$ cat src/rtl/bmnc_pkg.sv
// Shared definitions for the bitonic-merge set engine: tagged width, mode codes and
// the width helper used to size the element count.
package bmnc_pkg;

   localparam logic MODE_INTERSECT = 1'b0;
   localparam logic MODE_UNION     = 1'b1;

   // Tagged element = {invalid flag, value}
   function automatic int tag_w(input int ew);
      return ew + 1;
   endfunction

   function automatic int clog2(input int v);
      int r;
      r = 0;
      while ((1 << r) < v) r++;
      return r;
   endfunction

endpackage

$ cat src/rtl/bmnc_cas_stage.sv
// One registered compare-and-swap layer of the bitonic half-cleaner network; pairs
// (i, i+DIST) with bit DIST of i clear, smaller element goes to the lower slot.
module bmnc_cas_stage import bmnc_pkg::*; #(
   parameter int N2   = 16,
   parameter int DIST = 8,
   parameter int EW1  = 17
) (
   input  logic                     clk_i,
   input  logic                     reset_i,
   input  logic                     en_i,
   input  logic                     vld_i,
   input  logic                     mode_i,
   input  logic [N2-1:0][EW1-1:0]   data_i,
   output logic                     vld_o,
   output logic                     mode_o,
   output logic [N2-1:0][EW1-1:0]   data_o
);

   logic [EW1-1:0] data_d [N2];
   logic [N2-1:0][EW1-1:0] data_q;
   logic vld_q, mode_q;

   for (genvar i = 0; i < N2; i++) begin : g_cas
      if (((i / DIST) % 2) == 0) begin : g_pair
         logic swap;
         assign swap = data_i[i] > data_i[i+DIST];
         assign data_d[i]      = swap ? data_i[i+DIST] : data_i[i];
         assign data_d[i+DIST] = swap ? data_i[i]      : data_i[i+DIST];
      end
   end

   always_ff @(posedge clk_i) begin
      if (reset_i) begin
         vld_q <= 1'b0;
      end else if (en_i) begin
         vld_q  <= vld_i;
         mode_q <= mode_i;
         for (int i = 0; i < N2; i++) data_q[i] <= data_d[i];
      end
   end

   assign vld_o  = vld_q;
   assign mode_o = mode_q;
   assign data_o = data_q;

endmodule

$ cat src/rtl/bmnc_stream_setop.sv
// Streaming set engine: bitonic merge of two sorted lists, neighbour-equality check,
// then compaction into a left-aligned intersection or de-duplicated union.
module bmnc_stream_setop import bmnc_pkg::*; #(
   parameter  int N     = 8,
   parameter  int LOG_N = 3,
   parameter  int EW    = 16,
   localparam int CW    = clog2(2*N + 1)
) (
   input  logic                clk_i,
   input  logic                reset_i,
   input  logic                in_valid_i,
   output logic                in_ready_o,
   input  logic                in_mode_i,
   input  logic [N*EW-1:0]     in_a_i,
   input  logic [N-1:0]        in_a_mask_i,
   input  logic [N*EW-1:0]     in_b_i,
   input  logic [N-1:0]        in_b_mask_i,
   output logic                out_valid_o,
   input  logic                out_ready_i,
   output logic [2*N*EW-1:0]   out_data_o,
   output logic [2*N-1:0]      out_mask_o,
   output logic [CW-1:0]       out_count_o
);

   localparam int N2     = 2 * N;
   localparam int EW1    = tag_w(EW);
   localparam int STAGES = LOG_N + 1;

   logic en;
   logic out_valid_q;
   logic [STAGES:0] vld_pipe, mode_pipe;
   logic [N2-1:0][EW1-1:0] sdat [STAGES+1];

   assign en         = !out_valid_q || out_ready_i;
   assign in_ready_o = en;

   // Invalid slots get a zero payload so each half stays monotonic and the
   // concatenation is truly bitonic; tagged slots are never kept, so no value is lost.
   always_comb begin
      sdat[0] = '0;
      for (int i = 0; i < N; i++) begin
         sdat[0][i]      = in_a_mask_i[i] ? {1'b0, in_a_i[i*EW +: EW]} : {1'b1, {EW{1'b0}}};
         sdat[0][N2-1-i] = in_b_mask_i[i] ? {1'b0, in_b_i[i*EW +: EW]} : {1'b1, {EW{1'b0}}};
      end
   end
   assign vld_pipe[0]  = in_valid_i;
   assign mode_pipe[0] = in_mode_i;

   for (genvar s = 0; s < STAGES; s++) begin : g_stage
      bmnc_cas_stage #(.N2(N2), .DIST(N >> s), .EW1(EW1)) u_cas (
         .clk_i   (clk_i),
         .reset_i (reset_i),
         .en_i    (en),
         .vld_i   (vld_pipe[s]),
         .mode_i  (mode_pipe[s]),
         .data_i  (sdat[s]),
         .vld_o   (vld_pipe[s+1]),
         .mode_o  (mode_pipe[s+1]),
         .data_o  (sdat[s+1])
      );
   end

   // Neighbourhood check
   logic [N2-1:0] tag, eq, eq_prev, keep_d, chk_keep_q;
   logic [N2-1:0][EW-1:0] chk_dat_d, chk_dat_q;
   logic chk_vld_q;

   always_comb begin
      tag       = '0;
      eq        = '0;
      chk_dat_d = '0;
      for (int i = 0; i < N2; i++) begin
         tag[i]       = sdat[STAGES][i][EW1-1];
         chk_dat_d[i] = sdat[STAGES][i][EW-1:0];
      end
      for (int i = 0; i < N2-1; i++)
         eq[i] = (sdat[STAGES][i] == sdat[STAGES][i+1]) && !tag[i] && !tag[i+1];
      eq_prev = {eq[N2-2:0], 1'b0};
      keep_d  = (mode_pipe[STAGES] == MODE_UNION) ? (~tag & ~eq_prev) : eq;
   end

   always_ff @(posedge clk_i) begin
      if (reset_i) begin
         chk_vld_q <= 1'b0;
      end else if (en) begin
         chk_vld_q  <= vld_pipe[STAGES];
         chk_keep_q <= keep_d;
         chk_dat_q  <= chk_dat_d;
      end
   end

   // Compaction: running keep count is the destination slot
   logic [N2-1:0][EW-1:0] out_data_d, out_data_q;
   logic [N2-1:0]         out_mask_d, out_mask_q;
   logic [CW-1:0]         out_count_d, out_count_q;
   logic [LOG_N:0]        idx;

   always_comb begin
      out_data_d  = '0;
      out_mask_d  = '0;
      out_count_d = '0;
      idx         = '0;
      for (int i = 0; i < N2; i++) begin
         if (chk_keep_q[i]) begin
            out_data_d[idx] = chk_dat_q[i];
            out_mask_d[idx] = 1'b1;
            idx             = idx + 1'b1;
            out_count_d     = out_count_d + 1'b1;
         end
      end
   end

   always_ff @(posedge clk_i) begin
      if (reset_i) begin
         out_valid_q <= 1'b0;
         out_data_q  <= '0;
         out_mask_q  <= '0;
         out_count_q <= '0;
      end else if (en) begin
         out_valid_q <= chk_vld_q;
         out_data_q  <= out_data_d;
         out_mask_q  <= out_mask_d;
         out_count_q <= out_count_d;
      end
   end

   assign out_valid_o = out_valid_q;
   assign out_data_o  = out_data_q;
   assign out_mask_o  = out_mask_q;
   assign out_count_o = out_count_q;

endmodule
$ cat config.mk
export PLATFORM = sky130hd
export DESIGN_NAME = bmnc_stream_setop
export DESIGN_NICKNAME = d
export VERILOG_FILES = /design/src/rtl/bmnc_pkg.sv /design/src/rtl/bmnc_cas_stage.sv /design/src/rtl/bmnc_stream_setop.sv
export SDC_FILE = /design/constraint.sdc
export NUM_CORES = 2
export LEC_CHECK = 0
export BUFFER_PORTS_ARGS = -buffer_cell sky130_fd_sc_hd__buf_4
export CAP_MARGIN = 25
export CORE_MARGIN = 2
export CORE_UTILIZATION = 47
export CTS_BUF_LIST = sky130_fd_sc_hd__clkbuf_16
export DETAILED_ROUTE_END_ITERATION = 16
export MAX_ROUTING_LAYER = met4
export RECOVER_POWER = 50
export SKIP_CTS_REPAIR_TIMING = 1
export SLEW_MARGIN = 20
export SYNTH_ARGS = -nofsm -noshare
export SYNTH_HDL_FRONTEND = slang
export SYNTH_SLANG_ARGS = --single-unit
$ cat constraint.sdc
create_clock -name clk_i -period 178.5 [get_ports clk_i]
set_clock_uncertainty 0.1 [all_clocks]
set_input_delay 17.85 -clock clk_i [delete_from_list [all_inputs] [get_ports clk_i]]
set_output_delay 17.85 -clock clk_i [all_outputs]
set_load 0.02 [all_outputs]
# == Yosys cells after proc, flatten, opt, wreduce, memory -nomap -nowiden ==
# Cells that the tools add are included.
# classes
n_addsub,29
magnitude_cmp,62
n_eq_ne,15
n_mux,219
n_bitwise,19
reduce_logical,64
# op_table
cell,count
256-bit bitwise mux,15
256-bit 2-to-1 mux,15
17-bit 2-to-1 mux,80
16-bit demux with 4-bit select,15
17-bit > comparator,32
16-bit 2-to-1 mux,31
17-bit equality test,15
16-bit OR,14
"5-bit by 1-bit adder with 5-bit output, second input constant",15
"4-bit by 5-bit less-than comparator with 1-bit output, second input constant",15
5-bit 2-to-1 mux,15
1-bit demux with 4-bit select,15
"4-bit by 1-bit >= comparator with 1-bit output, second input constant",15
"4-bit by 1-bit adder with 4-bit output, second input constant",14
4-bit 2-to-1 mux,14
1-bit logical AND,45
16-bit inverter,2
1-bit 2-to-1 mux,18
1-bit zero test,17
16-bit bitwise AND,1
1-bit by 16-bit OR with 16-bit output,1
15-bit 2-to-1 mux,1
2-bit AND reduction,1
1-bit logical OR,1
1-bit inverter,1
# totals
ff_bits,1647
output_inout_bits,279
elab_cells,518

# == Longest topological paths before layout ==
# depth
depth_word,35
mapped_depth,57

# == Cells and area by module ==
# From an unflattened synthesis, not the netlist that was laid out.
# unflattened
cells_unflattened,12077
area_unflattened_um2,116740.7
# by_module_without_submodules
mod,instances,cells_each,area_per_inst_um2,seq_area_each_um2
bmnc_cas_stage,4,1071,15436.1,8217.9
bmnc_stream_setop,1,7793,54996.5,13753.2

# == Least setup slack after synthesis ==
# No wires, ideal clock.
# synth_timing
kind,input to register
from,in out_ready_i
to,"reg out_data_q, in the netlist out_data_o[30]"
setup_time_ps,213
t_arrival_ps,79678
t_required_ps,178187
setup_slack_ps,98510
cell_stages,6
path_buffers,2
path_cell_list,nor2b_1 -> clkbuf_1 -> clkbuf_1 -> nor2_1 -> o21ai_0 -> o21ai_0
# synth_between
elab_chain_len,1
# synth_rtl
element,line,rtl
"start, declared",bmnc_stream_setop.sv:19,"input logic out_ready_i,"
1-bit logical OR,bmnc_stream_setop.sv:34,assign en = !out_valid_q || out_ready_i;
"end signal, assigned",bmnc_stream_setop.sv:121,out_data_q <= out_data_d;
"end, declared",bmnc_stream_setop.sv:93,"logic [N2-1:0][EW-1:0] out_data_d, out_data_q;"
# Every way passes these cells.
# A chain may end at the register's enable or synchronous reset.

# == Worst setup path in the final report ==
# layout_timing
from,in out_ready_i
to,out in_ready_o
# layout_between
elab_chain_len,1
# layout_rtl
element,line,rtl
1-bit logical OR,bmnc_stream_setop.sv:34,
"end, declared",bmnc_stream_setop.sv:12,"output logic in_ready_o,"
# Every way passes these cells.

==> key figures <==
Run status
  • Status: finished, violations left
  • Failing checks: capacitance limit, slew limit

Global routing
  • Pin count of the biggest net entering global routing: 202
  • Vias in the first global route: 98,479
  • GRT Overall Usage: 44.1%
  • Global-route wire length before repair: 756,000 um
  • GR Overflow Total: 0
  • Initial antenna violation count: 21

Place
  • Placed cells: 15,156
  • Number of port buffers: 555
  • Final HPWL DP: 417,000 um
  • GPL Wtd Cong: 1.07

Power and ir drop
  • Post-layout power: 2.21 mW
  • Peak VDD IR: 0.0179 mV
  • Pleak: 49.7 nW
  • Power per cell area: 17.4 nW/um^2

Min path
  • Hold Path End: g_stage[2].u_cas.mode_o
  • Hold Crit Class: flip-flop to flip-flop
  • Hold Path Origin: g_stage[1].u_cas.mode_o
  • Hold depth: 0

Layout
  • Filler-free cell count of the finished design: 15,508
  • Final #Nets: 13,026
  • Share of post-route cells with drive strength above 1: 12.6%
  • Area delta synth->final: 10.8%

Timing
  • Worst hold slack: 0.306 ns
  • Final Max Slew Viols: 877
  • Tcrit/Tclk final: 21.4%
  • FMAX: 26.2 MHz
  • RSZ-0062 raised after global routing: false
  • Worst-Margin Slew: 5.54 ns
  • Min Tclk post-route: 38.15 ns
  • Slew margin rel.: -269%
  • Fin. Hold Viols: 0
  • Final Setup Violations: 0
  • Setup TNS: 0 ns

Floorplan
  • Die Height: 498 um
  • Die ar.: 248,000 um^2
  • Row cnt: 181
  • Chip width: 498 um
  • Starting density of the core: 47.2%
  • Core Region: 243,000 um^2
  • I/O pin cnt: 556

Yosys
  • Warnings, synthesis: 0
  • Most frequent cells after synthesis: 1,364 x edfxtp_1, 1,058 x nand2_1, 938 x clkbuf_1
  • Yosys top cell area share: 35.7%
  • Top-count cell post-synth: edfxtp_1
  • Adder-cell share of the synthesized area: 6.56%
  • Compound-cell area share of the yosys netlist: 21.6%
  • Mux contribution to synthesized area: 10.9%
  • Synth cell types: 89
  • Syn Nets: 13,014
  • Asr flop ratio synth: 0%
  • Register area share after synthesis: 40.7%
  • Simple-gate area share of the yosys netlist: 12.0%
  • Synthesized area: 115,000 um^2
  • XOR/XNOR Fraction of Synth Area: 2.47%
  • Number of synthesized flops with an enable pin: 1,364
  • Cell taking the most area after synthesis: edfxtp_1
  • Mean Syn Cell Area: 9.44 um^2
  • Primary FF master, synth: edfxtp_1
  • Synth Register Bits: 1,647
  • Post-Synthesis Cells: 12,137
  • Main combinational cell family by area after synthesis: compound AO/OA/AOI/OAI gates
  • Synth area leaders: edfxtp_1 36%, mux2_2 7.8%, ha_1 6.5%

Clock tree
  • Max H-tree Level: 4
  • Clock insertion delay at the later pin of the skew report: 0.87 ns
  • Clk sinks: 1,647
  • Number of CTS-inserted buffers: 172
  • TritonCTS clock tree: built
  • CTS clk-pin slew, worst paths: 0.06 ns
  • Clk Tree Root Cell: clkbuf_16
  • Clock buffer depth: 3

Drt
  • Routed Antenna Nets: 0
  • First-pass iteration count of the detailed router: 12
  • DR DRC count: 0
  • Total number of vias: 105,152
  • Drt via density: 6.78
  • Detailed Route WL: 551,000 um
  • Routed wire per std cell: 35.5 um
  • Initial DRC count: 16,207

Worst setup path
  • Slowest-stage cell, CP: clkinvlp_2
  • FF-to-FF End: out_data_o[29]
  • Worst path max stage delay: 1.31 ns
  • CP Capture Type: output pin
  • Critical Path RT: 160.55 ns
  • R2R Path Start: chk_keep_q[0]
  • Worst Path Arrival: 20.20 ns
  • Most used cell, CP: clkbuf_1
  • CP Class: input pin to output pin
  • Flop-to-flop setup slack: 164.90 ns
  • Worst setup SP type: input pin
  • Worst Path Max Fanout: 14
  • Reg2reg path depth: 43
  • Worst path cell trace: clkbuf_1 > nor2b_4 > clkbuf_1 > clkinvlp_2 > buf_4

Flow run
  • Max-cap violation count: 18
## placed cells by master (no fill, tap or decap), types with 172 or more instances in the layout
cell type,instances
nand2_1,1058
edfxtp_1,1364
xnor2_1,246
a31oi_1,207
a211oi_1,406
o21ai_0,570
clkbuf_16,172
a21oi_1,736
nand4_1,208
nor2_1,838
o211ai_1,520
nand3_1,285
dfxtp_1,283
mux2_2,461
ha_1,599
mux2_1,334
clkbuf_1,312
mux2i_1,351
buf_4,614
inv_1,674
## worst max path at each step
stage	startpoint	to	slack, ns
after global routing	out_ready_i	in_ready_o	140.55
after detailed placement	out_ready_i	in_ready_o	142.06
after floorplan	out_ready_i	out_data_o[30]	98.51
after CTS	out_ready_i	in_ready_o	142.06
final	out_ready_i	in_ready_o	140.35
after global placement	out_ready_i	in_ready_o	142.04
## report_power, final
group / switching, mW / internal [mW] / total, mW / leakage [nW]
sequential: 0.0880 / 0.507 / 0.595 / 15.9
combinational: 0.847 / 0.402 / 1.25 / 30.8
clock: 0.161 / 0.209 / 0.370 / 2.97
total: 1.10 / 1.12 / 2.21 / 49.7
## worst max-delay path: cells and delay by family
kind | cells | cell delay, ns
AND/OR/NAND/NOR | 1 | 0.10
buffers and inverters | 4 | 2.24
## state kept, by name, indices dropped and copies added, names as in the netlist
| register | cells |
|---|---|
| out_valid_o | 1 |
| chk_dat_q | 256 |
| out_data_o | 256 |
| g_stage.u_cas.mode_o | 4 |
| g_stage.u_cas.vld_o | 4 |
| chk_keep_q | 16 |
| g_stage.u_cas.data_o | 1088 |
| chk_vld_q | 1 |
| out_count_o | 5 |
| out_mask_o | 16 |
## metrics by stage
stage	instance area, um^2	utilization (%)	setup slack, ns
after detailed placement	122000	50.3	142.06
after global routing	127000	52.3	140.55
after global placement	122000	50.1	142.04
final	127000	52.3	140.35
after CTS	128000	52.7	142.06
after floorplan	115000	-	98.51
## layer usage
layer / routed length, um / track usage (%) / up-vias / part of all wire (%)
li1: - / - / 45497 / -
met1: 200000 / 51.3 / 50852 / 36
met2: 246000 / 67.6 / 6773 / 45
met3: 46300 / 6.45 / 2030 / 8.4
met4: 58700 / 36.6 / 0 / 11
met5: 0 / - / - / 0
## area by class of cell
| class | count | area, um^2 |
|---|---|---|
| Clock inverter | 142 | 1590 |
| Antenna cell | 17 | 42.5 |
| Multi-Input combinational cell | 8732 | 61900 |
| Tap cell | 3202 | 4010 |
| Clock buffer | 172 | 4300 |
| Inverter | 645 | 2420 |
| Fill cell | 21870 | 116000 |
| Sequential cell | 1647 | 46600 |
| Timing Repair Buffer | 951 | 6090 |
## logic make-up (layout without fill, tap and decap cells)
kind of cell    after synthesis  count (layout)
compound gates             3672            3672
simple gates               3016            3016
buf+inv                    1758            1910
flops                      1647            1647
mux                        1149            1149
fa+ha+maj                   600             600
xor+xnor                    295             295
other cells                   0              17
No activity file was read; power rests on OpenSTA's default activity.
